## src/rtl/ed25519_mul_io_buffer.sv

```systemverilog
// Host I/O buffer around the Ed25519 base-point multiplier core:
// scalar word store, core kick/capture, and Qy result streaming.
module ed25519_mul_io_buffer #(
  parameter int TIMEOUT_CYCLES = 2000000,
  parameter int CNT_W          = 24
) (
  input  logic        clk,
  input  logic        rst,
  input  logic        k_wr_en,
  input  logic [2:0]  k_wr_addr,
  input  logic [31:0] k_wr_data,
  input  logic        start,
  output logic        busy,
  output logic        err,
  output logic        qy_valid,
  input  logic        qy_ready,
  output logic [31:0] qy_data,
  output logic        qy_last,
  output logic        mul_ena,
  input  logic        mul_rdy,
  input  logic [2:0]  mul_k_addr,
  output logic [31:0] mul_k_din,
  input  logic [2:0]  mul_qy_addr,
  input  logic        mul_qy_wren,
  input  logic [31:0] mul_qy_dout
);

  typedef enum logic [2:0] {
    S_IDLE,
    S_KICK,
    S_WBUSY,
    S_WDONE,
    S_STREAM
  } state_t;

  localparam logic [CNT_W-1:0] TMO = CNT_W'(TIMEOUT_CYCLES);
  localparam bit WD_EN = (TIMEOUT_CYCLES != 0);

  state_t state;
  state_t state_nx;

  logic [31:0]      kreg  [8];
  logic [31:0]      qyreg [8];
  logic [7:0]       qy_mask;
  logic [CNT_W-1:0] wdog;
  logic [2:0]       idx;

  logic             in_wait;
  logic             cap;
  logic [7:0]       cap_bit;
  logic [7:0]       mask_nx;
  logic [CNT_W-1:0] wdog_inc;
  logic             timeout;
  logic             xfer;
  logic             go;
  logic             done;
  logic [2:0]       idx_inc;
  logic [31:0]      word0;

  assign mul_k_din = kreg[mul_k_addr];

  assign in_wait  = (state == S_WBUSY) || (state == S_WDONE);
  assign cap      = in_wait && mul_qy_wren;
  assign cap_bit  = cap ? (8'd1 << mul_qy_addr) : 8'd0;
  assign mask_nx  = qy_mask | cap_bit;
  assign wdog_inc = wdog + 1'b1;
  assign timeout  = WD_EN && in_wait && (wdog_inc == TMO);
  assign xfer     = qy_valid && qy_ready;
  assign go       = (state == S_IDLE) && start;
  assign done     = (state == S_WDONE) && mul_rdy && !timeout;
  assign idx_inc  = idx + 3'd1;

  // a core write to word 0 may coincide with the rdy rise
  assign word0 = (cap && mul_qy_addr == 3'd0) ? mul_qy_dout : qyreg[0];

  always_ff @(posedge clk or posedge rst) begin
    if (rst) state <= S_IDLE;
    else     state <= state_nx;
  end

  always_comb begin
    state_nx = state;
    mul_ena  = 1'b0;
    unique case (state)
      S_IDLE: begin
        if (start) state_nx = S_KICK;
      end
      S_KICK: begin
        mul_ena  = 1'b1;
        state_nx = S_WBUSY;
      end
      S_WBUSY: begin
        if (timeout)      state_nx = S_IDLE;
        else if (!mul_rdy) state_nx = S_WDONE;
      end
      S_WDONE: begin
        if (timeout)      state_nx = S_IDLE;
        else if (mul_rdy) state_nx = S_STREAM;
      end
      S_STREAM: begin
        if (xfer && idx == 3'd7) state_nx = S_IDLE;
      end
      default: state_nx = S_IDLE;
    endcase
  end

  always_ff @(posedge clk or posedge rst) begin
    if (rst) begin
      for (int i = 0; i < 8; i++) begin
        kreg[i]  <= '0;
        qyreg[i] <= '0;
      end
      qy_mask  <= '0;
      wdog     <= '0;
      idx      <= '0;
      busy     <= 1'b0;
      err      <= 1'b0;
      qy_valid <= 1'b0;
      qy_data  <= '0;
      qy_last  <= 1'b0;
    end else begin
      if (state == S_IDLE && k_wr_en)
        kreg[k_wr_addr] <= k_wr_data;

      if (cap)
        qyreg[mul_qy_addr] <= mul_qy_dout;

      if (go)          qy_mask <= '0;
      else if (cap)    qy_mask <= mask_nx;

      if (go)          wdog <= '0;
      else if (in_wait) wdog <= wdog_inc;

      if (go) begin
        busy <= 1'b1;
        err  <= 1'b0;
      end

      if (timeout) begin
        busy <= 1'b0;
        err  <= 1'b1;
      end

      if (done) begin
        if (mask_nx != 8'hFF) err <= 1'b1;
        idx      <= '0;
        qy_valid <= 1'b1;
        qy_data  <= word0;
        qy_last  <= 1'b0;
      end

      if (state == S_STREAM && xfer) begin
        if (idx == 3'd7) begin
          qy_valid <= 1'b0;
          qy_last  <= 1'b0;
          busy     <= 1'b0;
        end else begin
          idx     <= idx_inc;
          qy_data <= qyreg[idx_inc];
          qy_last <= (idx_inc == 3'd7);
        end
      end
    end
  end

endmodule

```

## config.mk

```make
export PLATFORM = sky130hd
export DESIGN_NAME = ed25519_mul_io_buffer
export DESIGN_NICKNAME = d
export VERILOG_FILES = /design/src/rtl/ed25519_mul_io_buffer.sv
export SDC_FILE = /design/constraint.sdc
export NUM_CORES = 1
export LEC_CHECK = 0
export CAP_MARGIN = 20
export CORE_ASPECT_RATIO = 0.7
export CORE_MARGIN = 2
export CORE_UTILIZATION = 35
export CTS_BUF_LIST = sky130_fd_sc_hd__clkbuf_16
export DETAILED_ROUTE_END_ITERATION = 8
export GPL_TIMING_DRIVEN = 0
export PLACE_DENSITY = 0.53
export SETUP_SLACK_MARGIN = 0.2
export SYNTH_ARGS = -nofsm -noshare
export SYNTH_HDL_FRONTEND = slang
export SYNTH_SLANG_ARGS = --single-unit
export TNS_END_PERCENT = 20
```

## constraint.sdc

```tcl
create_clock -name clk -period 17.6 [get_ports clk]
set_input_delay 1.76 -clock clk [delete_from_list [all_inputs] [get_ports clk]]
set_output_delay 1.76 -clock clk [all_outputs]
set_load 0.02 [all_outputs]
```

==> results.toml, run 1 <==
[worst_setup_path]
arrival_ns = 4.70
critPathCaptureType = "output port"
crit_buf_inv = 3
cp_max_fo = 10
ff2ff_path_depth = 12
cp_top_family = "buffers and inverters"
worst_ep_required_time_ns = 15.84
r2r_start = "idx[0]"
path_class = "input port to output port"
slowest_stage = "buf_1"
start_kind = "input port"
critPathMaxStageDelay_ns = 0.81
crit_path_cell_trace = "clkbuf_1 -> buf_1 -> mux4_2 -> mux2_2 -> clkdlybuf4s50_1"
rr_endpoint = "qy_data[14]"
reg2reg_setup_slack_ns = 11.72

[sta]
slew_violations = 0
worst_clock_skew_ns = 0.02518
rsz0062_at_grt = "no"
hold_violations = 0
fin_crit_sh = 0.3673
setup_viol = 0
finalSetupTns_ns = 0
period_needed_ns = 6.464
whs_ns = 0.4702
tightest_slew_ns = 1.055
fmaxAchievable_mhz = 154.7
max-slew-margin-rel = 0.2969

[floorplan]
die_w_um = 334.7
rows = 84
ios = 149
dieArea_mm2 = 0.07884
start_util = 0.3552
die_h_um = 235.5
coreArea_mm2 = 0.07546

[global_routing]
grt_pass1_vias = 17980
grt.total_usage = 0.1877
grt_pass1_wl_mm = 113.9
antenna_found_initial = 3
overflow = 0
grt_max_degree = 45

[placement]
place_hpwl_mm = 50.15
gp_congestion = 0.8255
numPortBuffers = 143

[routing]
drt-total-wl_mm = 73.01
via_count = 17090
drc = 0
dr.pass1.iters = 5
drt_iter0_markers = 1142
wl_per_cell_um = 22.70
viasPerCell = 5.315
drtAntennaViolNets = 0

[layout]
final-seq-area_mm2 = 0.01466
finalNetCount = 2260
layout_common_cells = "dfrtp_1, mux2_2, nand2_1, clkdlybuf4s50_1, mux4_2"
drive_gt1_frac = 0.3574
multiInputGateArea_mm2 = 0.01157
fill_cells = 6843
area_growth_pct = 19.41
antenna_cells = 0
final_common_cell = "dfrtp_1"

[yosys]
yosysTopAreaCell = "dfrtp_1"
syn_nets = 2026
async_flop_share = 1.000
ys_warn_count = 0
avgSynthCellArea_um2 = 13.81
yosysUniqueCellTypes = 52
syn-cell-area_mm2 = 0.02680
synth-edff-count = 0
ys_seq_area_frac = 0.5472
synthCells = 1941
synthFlopType = "dfrtp_1"
synth_area_leaders = "dfrtp_1, mux2_2, mux4_2, nand2_1, clkbuf_1"
synth_top_area_share = 0.5472
synth-seq-cells = 586

[clock_network]
cts_tree = "built"
h-tree-depth = 2
root_buffer = "clkbuf_16"
path_clk_slew_ns = 0.06
cts_resized = 0
cts_buffers = 61
cts_max_path_buffers = 3
worstSkewPairLatency_ns = 0.65
cts.sinks = 586
holdBufCountCts = 0
cts_setup_buffers = 0

[run_status]
status = "completed"

[run]
max-cap-violations = 0

[min_path]
hold_class = "register to register"
whs_endpoint = "qyreg[198]"
hold_start = "qyreg[198]"
hold_depth = 2

[pwr]
vdd_drop_max_v = 0.00007867
powerDensity_mw_per_mm2 = 162.1
leakage_nw = 13.82
logic make-up after synthesis:
kind of cell,after synthesis,synth area share
flops,586,0.5472
fa+ha+maj,5,0.002334
compound gates,115,0.03249
mux,640,0.3227
xor+xnor,13,0.004248
buf+inv,142,0.02147
simple gates,440,0.06961
stage by stage:
stage | util | total power [mW] | setup slack, ns | area, um2 | instances
after floorplan | - | 3.345 | 7.853 | 26800 | 1941
after global placement | 0.3906 | 3.800 | 4.030 | 29470 | 3073
after detailed placement | 0.3958 | 3.878 | 10.89 | 29860 | 3095
after CTS | 0.4230 | 5.244 | 10.88 | 31920 | 3210
after global routing | 0.4241 | 5.500 | 10.84 | 32000 | 3216
final | 0.4241 | 5.188 | 11.14 | 32000 | 3216
worst min-delay path, stage by stage (launching register included):
cell and delay [ns]:
dfrtp_1 0.34, nand2_1 0.05, nand2_1 0.05
state kept, by name, indices dropped and copies added, names as in the netlist:
register,flops
idx,3
busy,1
qy_mask,8
qyreg,256
kreg,256
err,1
wdog,24
qy_last,1
state,3
qy_data,32
qy_valid,1
where the power goes:
group          leakage [nW]  switching [mW]  internal (mW)  total (mW)
logic                  5.34           0.661          0.926        1.59
registers              7.43           0.313           1.95        2.26
clock network          1.05           0.567          0.772        1.34
total                  13.8            1.54           3.65        5.19
routing by layer:
layer	GRT usage	part of all wire	vias to the layer above
met5	0	0.00055	-
met4	0.04376	0.019	6
met2	0.2732	0.44	385
li1	-	-	7548
met3	0.02941	0.043	102
met1	0.2915	0.50	9053
cell type report:
type / count / share of cell area
inverter: 7 / 0.0009383
clock buffer: 62 / 0.04848
buffer: 135 / 0.01716
multi-input combinational: 1213 / 0.3614
clock inverter: 53 / 0.01576
timing repair buffer: 171 / 0.05935
tap: 989 / 0.03867
sequential: 586 / 0.4582
synthesized netlist by cell type, types with 3 or more instances:
| library cell | count |
|---|---|
| buf_2 | 7 |
| buf_6 | 3 |
| xor2_1 | 8 |
| a31oi_1 | 10 |
| nor4_1 | 5 |
| mux4_2 | 128 |
| nand3_1 | 13 |
| nand3b_1 | 4 |
| and3_1 | 12 |
| o22ai_1 | 5 |
| a2111oi_0 | 3 |
| xnor2_1 | 5 |
| a211o_1 | 3 |
| mux2_2 | 512 |
| o31ai_1 | 8 |
| ha_1 | 5 |
| nor3_1 | 12 |
| nor2_1 | 37 |
| nand4_1 | 12 |
| clkbuf_1 | 100 |
| o21ai_0 | 35 |
| inv_1 | 6 |
| buf_4 | 3 |
| dfrtp_1 | 586 |
| o221ai_1 | 18 |
| buf_1 | 22 |
| and4_1 | 3 |
| or2_2 | 3 |
| o221ai_2 | 14 |
| a21oi_1 | 8 |
| nand2_1 | 321 |
| and2_1 | 3 |
worst max path at each step:
stage / from / to / slack [ns] / cells past startpoint
floorplan: rst / busy / 7.85 / 1
global placement: rst / qyreg[116] / 4.03 / 2
detailed placement: mul_k_addr[0] / mul_k_din[26] / 10.89 / 5
CTS: mul_k_addr[0] / mul_k_din[26] / 10.88 / 5
global route: mul_k_addr[0] / mul_k_din[26] / 10.84 / 5
finish: mul_k_addr[0] / mul_k_din[26] / 11.14 / 5
No activity file was read; power rests on OpenSTA's default activity.
==> run 2: changes to the inputs <==
clock period = 5.2 ns   (was 17.6 ns; I/O delays follow)
==> run 2 against run 1 <==
Clock power rose to 3.4 times the previous value. Cell count about the same. Count of clock-buffer cells in the layout unchanged. Sequential cell count unchanged. Clock skew down 0.00055 ns. Critical path type is now register to register.
==> results.toml, run 2 (same netlist as run 1, synthesis figures left out) <==
[run_status]
status = "completed"

[pwr]
leakage_nw = 13.84
powerDensity_mw_per_mm2 = 548.3
seq_power_share = 0.436
total_power_mw = 17.55
p_clk_frac = 0.258
switching_share = 0.2967
power.net_switching_mw = 5.208
power.internal_mw = 12.34
p_comb_frac = 0.306
vdd_drop_max_v = 0.0002664

[sta]
setup_ws_ns = 0.5059
setup_viol = 0
hold_violations = 0
fmaxAchievable_mhz = 213.0
slew_violations = 0
tightest_slew_ns = 1.043
worst_clock_skew_ns = 0.02462
whs_ns = 0.2131
max-slew-margin-rel = 0.3047
fin_crit_sh = 0.9027
period_needed_ns = 4.694
rsz0062_at_grt = "no"

[routing]
dr.pass1.iters = 5
via_count = 17070
drt-total-wl_mm = 72.97
viasPerCell = 5.309
wl_per_cell_um = 22.70
drtAntennaViolNets = 0
drc = 0
drt_iter0_markers = 1170

[global_routing]
grtUsageMet2 = 0.2732
grt.met1_usage = 0.2915
grt.total_usage = 0.1877
busiest_layer = "met1"
grt_pass1_vias = 17980
grt_pass1_wl_mm = 113.9
overflow = 0
antenna_found_initial = 3
grt_max_degree = 45
met3_usage = 0.02941

[floorplan]
ios = 149
start_util = 0.3552
die_h_um = 235.5
die_w_um = 334.7
dieArea_mm2 = 0.07884
rows = 84
coreArea_mm2 = 0.07546

[layout]
reg_top3 = "kreg (256), qyreg (256), qy_data (32)"
stdcell_area_mm2 = 0.03201
finalNetCount = 2259
layout_common_cells = "dfrtp_1, mux2_2, nand2_1, clkdlybuf4s50_1, mux4_2"
area_growth_pct = 19.44
fill_cells = 6850
drive_gt1_frac = 0.3612
antenna_cells = 0
instances_no_fill = 3215
final_common_cell = "dfrtp_1"

[worst_setup_path]
slowest_stage = "clkdlybuf4s15_2"
critPathMaxStageDelay_ns = 0.55
endpoint = "qy_data[31]"
reg2reg_setup_slack_ns = 0.51
worst_ep_required_time_ns = 5.70
rr_endpoint = "qy_data[31]"
start_kind = "register"
crit_path_cell_trace = "clkdlybuf4s15_2 -> buf_2 -> clkbuf_2 -> inv_1 -> ha_1 -> clkbuf_2 -> clkbuf_2 -> clkdlybuf4s15_2 -> mux4_2 -> mux2_2 -> nand2_1 -> o221ai_1"
path_class = "register to register"
arrival_ns = 5.20
crit_buf_inv = 7
cp_max_fo = 10
critPathCaptureType = "register"
ff2ff_path_depth = 12
cp_top_family = "buffers and inverters"
cpMostUsedCell = "clkbuf_2"
r2r_start = "idx[0]"
crit_path_start = "idx[0]"
path_depth = 12

[clock_network]
worstSkewPairLatency_ns = 0.65
cts.sinks = 586
cts_max_path_buffers = 3
cts_setup_buffers = 0
path_clk_slew_ns = 0.06
root_buffer = "clkbuf_16"
cts_buffers = 61
cts_tree = "built"
h-tree-depth = 2
holdBufCountCts = 0

[placement]
place_area_mm2 = 0.02986
pre_cts_ws_ns = -1.331
dp_cells = 3095
numPortBuffers = 143
place_hpwl_mm = 50.15
gp_congestion = 0.8255

[min_path]
hold_class = "input port to async pin"

[run]
max-cap-violations = 0
[run 2: through the flow]
step	setup TNS, ns	util
after floorplan	-1938.14	-
after global placement	-4158.08	0.3906
after detailed placement	-41.47	0.3958
after CTS	0	0.4233
after global routing	0	0.4242
final	0	0.4242
[run 2: what timing repair did]
action	in CTS	in global routing
pin swaps	0	0
resized for setup	11	1
setup endpoints to repair	33	3
[run 2: layout make-up]
| class | count | area [um2] | share of cell area |
|---|---|---|---|
| Sequential cell | 586 | 14660 | 0.4581 |
| Timing Repair Buffer | 170 | 1884 | 0.05886 |
| Tap cell | 989 | 1237 | 0.03866 |
| Multi-Input combinational cell | 1213 | 11570 | 0.3613 |
| Clock inverter | 53 | 504.2 | 0.01575 |
| Inverter | 7 | 30.03 | 0.0009380 |
| Buffer | 135 | 573.1 | 0.01790 |
| Clock buffer | 62 | 1551 | 0.04847 |
[run 2: layer usage]
layer / vias to the layer above / routed length [um] / part of all wire
met4: 6 / 1351 / 0.019
li1: 7545 / - / -
met2: 393 / 31770 / 0.44
met1: 9025 / 36460 / 0.50
met3: 101 / 3355 / 0.046
met5: - / 40 / 0.00055
[run 2: worst min-delay path by stage]
stage	slack, ns	cells past startpoint	to
6_report	0.21	2	kreg[100]
5_1_grt	0.21	2	kreg[68]
4_1_cts	0.17	2	kreg[100]
3_5_place_dp	0.46	2	qyreg[198]
3_3_place_gp	0.46	2	qyreg[206]
2_1_floorplan	0.44	2	qyreg[192]
[run 2: worst reg2reg max path, cell delays in order, from the launching register on]
cell	delay, ns
dfrtp_1	0.40
clkdlybuf4s15_2	0.55
buf_2	0.47
clkbuf_2	0.42
inv_1	0.11
ha_1	0.33
clkbuf_2	0.40
clkbuf_2	0.41
clkdlybuf4s15_2	0.55
mux4_2	0.42
mux2_2	0.30
nand2_1	0.08
o221ai_1	0.11
[run 2: power by group through the flow]
| stage | logic [mW] | clock network (mW) | registers, mW |
|---|---|---|---|
| 2_1_floorplan | 3.83 | 0 | 7.49 |
| 3_3_place_gp | 5.22 | 0 | 7.64 |
| 3_5_place_dp | 5.40 | 0 | 7.72 |
| 4_1_cts | 5.43 | 4.67 | 7.65 |
| 5_1_grt | 5.84 | 4.87 | 7.91 |
| 6_report | 5.37 | 4.53 | 7.66 |
